$ cat config.mk
export PLATFORM = sky130hd
export DESIGN_NAME = imm_gen_stage
export DESIGN_NICKNAME = d
export VERILOG_FILES = /design/src/rtl/imm_gen_stage.sv
export SDC_FILE = /design/constraint.sdc
export NUM_CORES = 1
export LEC_CHECK = 0
export ABC_AREA = 1
export CORE_MARGIN = 1.5
export CORE_UTILIZATION = 49
export CTS_BUF_LIST = sky130_fd_sc_hd__clkbuf_8
export DETAILED_ROUTE_END_ITERATION = 12
export GPL_ROUTABILITY_DRIVEN = 0
export PLACE_DENSITY = 0.87
export SYNTH_ARGS = -nofsm -noshare
export SYNTH_HDL_FRONTEND = slang
export SYNTH_SLANG_ARGS = --single-unit
$ cat constraint.sdc
create_clock -name clk -period 7.1 [get_ports clk]
set_input_delay 1.42 -clock clk [delete_from_list [all_inputs] [get_ports clk]]
set_output_delay 1.42 -clock clk [all_outputs]
set_load 0.01 [all_outputs]
$ cat src/rtl/imm_gen_stage.sv
// Decode-stage immediate generator.
// Builds the sign- or zero-extended XLEN-bit immediate for one instruction per
// cycle and registers it together with the instruction and PC. A skid entry
// sits behind the output register, so a registered in_ready still sustains one
// transfer per cycle while downstream is ready.
//
// Handshake: a transfer happens on any rising edge where valid and ready are
// both high. in_ready comes straight from a flop and never depends on
// out_ready. out_* hold steady while out_valid && !out_ready.
module imm_gen_stage #(
  parameter int XLEN        = 32,
  parameter bit AUTO_DECODE = 1'b0
) (
  input  logic            clk,
  input  logic            rst,
  input  logic            flush,
  input  logic            in_valid,
  output logic            in_ready,
  input  logic [31:0]     in_instr,
  input  logic [2:0]      in_imm_type,
  input  logic [XLEN-1:0] in_pc,
  output logic            out_valid,
  input  logic            out_ready,
  output logic [XLEN-1:0] out_imm,
  output logic [31:0]     out_instr,
  output logic [XLEN-1:0] out_pc,
  output logic [2:0]      out_type,
  output logic            out_illegal
);

  localparam logic [2:0] T_I     = 3'b000;
  localparam logic [2:0] T_S     = 3'b001;
  localparam logic [2:0] T_B     = 3'b010;
  localparam logic [2:0] T_U     = 3'b011;
  localparam logic [2:0] T_J     = 3'b100;
  localparam logic [2:0] T_SHAMT = 3'b101;
  localparam logic [2:0] T_ZIMM  = 3'b110;
  localparam logic [2:0] T_NONE  = 3'b111;

  logic [6:0]      opcode;
  logic [2:0]      funct3;
  logic [2:0]      auto_type;
  logic [2:0]      dec_type;
  logic [XLEN-1:0] dec_imm;
  logic            dec_illegal;
  logic [5:0]      shamt_f;
  logic            sgn;

  // Skid entry, filled only when the output is stalled while an input lands.
  logic            skid_valid;
  logic [XLEN-1:0] skid_imm;
  logic [31:0]     skid_instr;
  logic [XLEN-1:0] skid_pc;
  logic [2:0]      skid_type;
  logic            skid_illegal;

  logic accept;
  logic out_xfer;
  logic out_free;

  assign opcode   = in_instr[6:0];
  assign funct3   = in_instr[14:12];
  assign sgn      = in_instr[31];
  // RV64 shift amounts use one more bit than RV32 ones.
  assign shamt_f  = (XLEN == 64) ? in_instr[25:20] : {1'b0, in_instr[24:20]};

  assign in_ready = ~skid_valid;
  assign accept   = in_valid & in_ready & ~flush;
  assign out_xfer = out_valid & out_ready;
  assign out_free = ~out_valid | out_xfer;

  // Derive the immediate type from the opcode map (used when AUTO_DECODE=1).
  always_comb begin
    auto_type = T_NONE;
    case (opcode)
      7'b0010011: auto_type = (funct3 == 3'b001 || funct3 == 3'b101) ? T_SHAMT : T_I;
      7'b0000011,
      7'b1100111,
      7'b0011011: auto_type = T_I;
      7'b0100011: auto_type = T_S;
      7'b1100011: auto_type = T_B;
      7'b0110111,
      7'b0010111: auto_type = T_U;
      7'b1101111: auto_type = T_J;
      7'b1110011: auto_type = funct3[2] ? T_ZIMM : T_I;
      default:    auto_type = T_NONE;
    endcase
  end

  assign dec_type    = AUTO_DECODE ? auto_type : in_imm_type;
  assign dec_illegal = (dec_type == T_NONE);

  // Single type mux producing the extended immediate.
  always_comb begin
    dec_imm = '0;
    case (dec_type)
      T_I:     dec_imm = {{(XLEN-11){sgn}}, in_instr[30:20]};
      T_S:     dec_imm = {{(XLEN-11){sgn}}, in_instr[30:25], in_instr[11:7]};
      T_B:     dec_imm = {{(XLEN-12){sgn}}, in_instr[7], in_instr[30:25],
                          in_instr[11:8], 1'b0};
      T_U:     dec_imm = {{(XLEN-31){sgn}}, in_instr[30:12], 12'b0};
      T_J:     dec_imm = {{(XLEN-20){sgn}}, in_instr[19:12], in_instr[20],
                          in_instr[30:21], 1'b0};
      T_SHAMT: dec_imm = {{(XLEN-6){1'b0}}, shamt_f};
      T_ZIMM:  dec_imm = {{(XLEN-5){1'b0}}, in_instr[19:15]};
      default: dec_imm = '0;
    endcase
  end

  // Output register and skid entry: load, drain, stall and flush handling.
  always_ff @(posedge clk or posedge rst) begin
    if (rst) begin
      out_valid    <= 1'b0;
      out_imm      <= '0;
      out_instr    <= '0;
      out_pc       <= '0;
      out_type     <= T_NONE;
      out_illegal  <= 1'b0;
      skid_valid   <= 1'b0;
      skid_imm     <= '0;
      skid_instr   <= '0;
      skid_pc      <= '0;
      skid_type    <= T_NONE;
      skid_illegal <= 1'b0;
    end else if (flush) begin
      // A downstream transfer in this cycle still completes; everything held is dropped.
      out_valid  <= 1'b0;
      skid_valid <= 1'b0;
    end else if (skid_valid) begin
      // in_ready is low here, so the only event is the skid draining forward.
      if (out_xfer) begin
        out_valid   <= 1'b1;
        out_imm     <= skid_imm;
        out_instr   <= skid_instr;
        out_pc      <= skid_pc;
        out_type    <= skid_type;
        out_illegal <= skid_illegal;
        skid_valid  <= 1'b0;
      end
    end else if (accept) begin
      if (out_free) begin
        out_valid   <= 1'b1;
        out_imm     <= dec_imm;
        out_instr   <= in_instr;
        out_pc      <= in_pc;
        out_type    <= dec_type;
        out_illegal <= dec_illegal;
      end else begin
        skid_valid   <= 1'b1;
        skid_imm     <= dec_imm;
        skid_instr   <= in_instr;
        skid_pc      <= in_pc;
        skid_type    <= dec_type;
        skid_illegal <= dec_illegal;
      end
    end else if (out_xfer) begin
      out_valid <= 1'b0;
    end
  end

endmodule
==> reports/metrics.yaml <==
n_antenna_cell: 0
port_buffers: 173
viasPerCell: 5.319
cts_tree: "done"
cts.clk_slew.worst_paths_ns: 0.06
num_rows: 49
start_kind: "flip-flop"
grt_remaining_overflow: 0
synth_common_cells: "nand2_1, dfrtp_1, o21ai_1"
htree_levels: 2
hold_slack_ns: 0.4742
grt_max_degree: 159
yosysMostFrequentCell: "nand2_1"
synth_warnings: 0
worst-setup-path-type: "reg2reg"
instances_no_fill: 1494
start_util_pct: 50.20
drc_errors: 0
powerDensity_mw_per_mm2: 284.4
wl_per_cell_um: 15.30
die_area_mm2: 0.01929
ys_ff_latch: 202
cp.required_ns: 7.45
antenna_found_initial: 0
syn_area_mm2: 0.009049
final_hold_viol_count: 0
area_growth_pct: 25.37
crit_path_end_kind: "flip-flop"
first_iter_violations: 700
setup_ws_ns: 3.063
cts_resized: 0
cts_setup_buffers: 0
cts_hold_buf: 0
dp.cells: 1439
place_ws_ns: 2.660
fp.coreArea_mm2: 0.01802
async_flop_share_pct: 100.0
fin_skew_ns: 0.02308
grt_usage_pct: 24.29
netlist_top_cells_area: "dfrtp_1, nand2_1, o211ai_1"
dieWidth_um: 138.9
syn_inst: 1104
final_max_slew_viol_count: 0
grt_pass1_vias: 7748
cts_made_buffers: 34
period_needed_ns: 4.037
status: "finished clean"
nets: 1318
synthFlopType: "dfrtp_1"
worstHoldPathType: "reg2reg"
die_h_um: 138.9
period_share_pct: 56.85
ys_seq_area_share_pct: 55.95
synth.top_cell.area_share_pct: 54.20
tns_ns: 0
rsz0062_at_grt: "no"
hpwl_mm: 14.63
min_from: "out_type[0]$_DFFE_PP1P_"
root_buffer: "clkbuf_8"
layout-drive-gt1-share_pct: 5.375
cts_sinks: 202
finalSetupViolCount: 0
crit_start: "skid_valid$_DFF_PP0_"
syn_nets: 1176
synth_enable_flop_cells: 0
synth_area_per_cell_um2: 8.196
reg2reg_from: "skid_valid$_DFF_PP0_"
dr_total_vias: 7947
ys_types: 25
ios: 174
drtPass1Iterations: 7
crit_fanout: 93
clk_latency_ns: 0.51
antenna_left: 0
maxClockFrequency_ghz: 0.2477
wl_mm: 22.86
p_leak_nw: 5.907
slew_headroom_pct: 21.13
drv_cap: 0
grt_pass1_wl_mm: 38.69
arrival_ns: 4.38
yosys.area.top_type: "dfrtp_1"
clock_path_buffers: 3
irDropWorstVdd_uv: 153.7
worstMarginPinSlew_ns: 1.180
[worst paths after layout]
| check | endpoint | slack, ns | cells after the start |
|---|---|---|---|
| min in group asynchronous | out_pc[25]$_DFFE_PP0P_ | 1.58 | 2 |
| worst min register to register | out_type[0]$_DFFE_PP1P_ | 0.47 | 2 |
| worst max register to register | skid_instr[2]$_DFFE_PP0P_ | 3.06 | 7 |
| worst max-delay path | skid_instr[2]$_DFFE_PP0P_ | 3.06 | 7 |
| max in group asynchronous | skid_instr[31]$_DFFE_PP0P_ | 4.31 | 3 |
| worst min-delay path | out_type[0]$_DFFE_PP1P_ | 0.47 | 2 |
[sequential cells by signal, indices dropped and copies added (netlist names), 3 cells and up]
| register | count |
|---|---|
| out_imm | 32 |
| out_instr | 32 |
| out_pc | 32 |
| skid_imm | 32 |
| skid_instr | 32 |
| skid_pc | 32 |
| out_type | 3 |
| skid_type | 3 |
[report_power, final]
part           internal [mW]  leakage [nW]  total, mW  switching [mW]
Combinational          0.366          3.02      0.730           0.364
Sequential              1.42          2.54       1.58           0.154
Clock                  0.476         0.351      0.919           0.444
Total                   2.26          5.91       3.23           0.962
[layout make-up]
type	count	area, um2
Sequential cell	202	5062
Timing Repair Buffer	178	1769
Tap cell	229	286.5
Clock buffer	37	509.2
Inverter	77	304.0
Clock inverter	18	76.32
Multi-Input combinational cell	753	3337
Fill cell	1510	6680
[metrics by stage]
stage               instance area (um2)  util [%]  total power [mW]
detailed placement                10760     59.69             2.323
global route                      11340     62.94             3.417
finish                            11340     62.94             3.226
CTS                               11340     62.94             3.256
floorplan                          9049         -             1.947
global placement                  10760     59.69             2.285
[cells by family after synthesis]
| group | synth area share (%) |
|---|---|
| AO/OA/AOI/OAI | 11.38 |
| buffers and inverters | 7.315 |
| flip-flops | 55.95 |
| AND/OR/NAND/NOR | 25.36 |
[placed cells by master (no fill, tap or decap), types with 2 or more instances in the layout]
cell             count
clkbuf_8            37
buf_4                5
nand2_1            453
inv_2                5
clkdlybuf4s50_1    173
o211ai_1            67
dfrtp_1            196
nor3_1               2
a31oi_1             14
a21oi_1              2
dfstp_2              6
nand4_1             12
o21ai_1             84
nand3_1             34
nor2_4               2
nor2_1              77
inv_1               81
clkinv_2             4
[worst max-delay path: stages (launching register included)]
cell     delay, ns
dfrtp_1       0.70
inv_6         0.63
nand2_1       0.19
nor2_4        0.94
inv_4         0.48
buf_4         0.54
nand2_1       0.19
o21ai_1       0.08
[layer usage]
metal  GRT usage (%)  wire length [um]  up-vias
li1                -                 -     3814
met2           37.75             10570      320
met3           4.800              1756       39
met4           9.156               618        0
met1           33.95              9915     3774
met5               0                 0        -
Power figures use the tool's default switching activity.
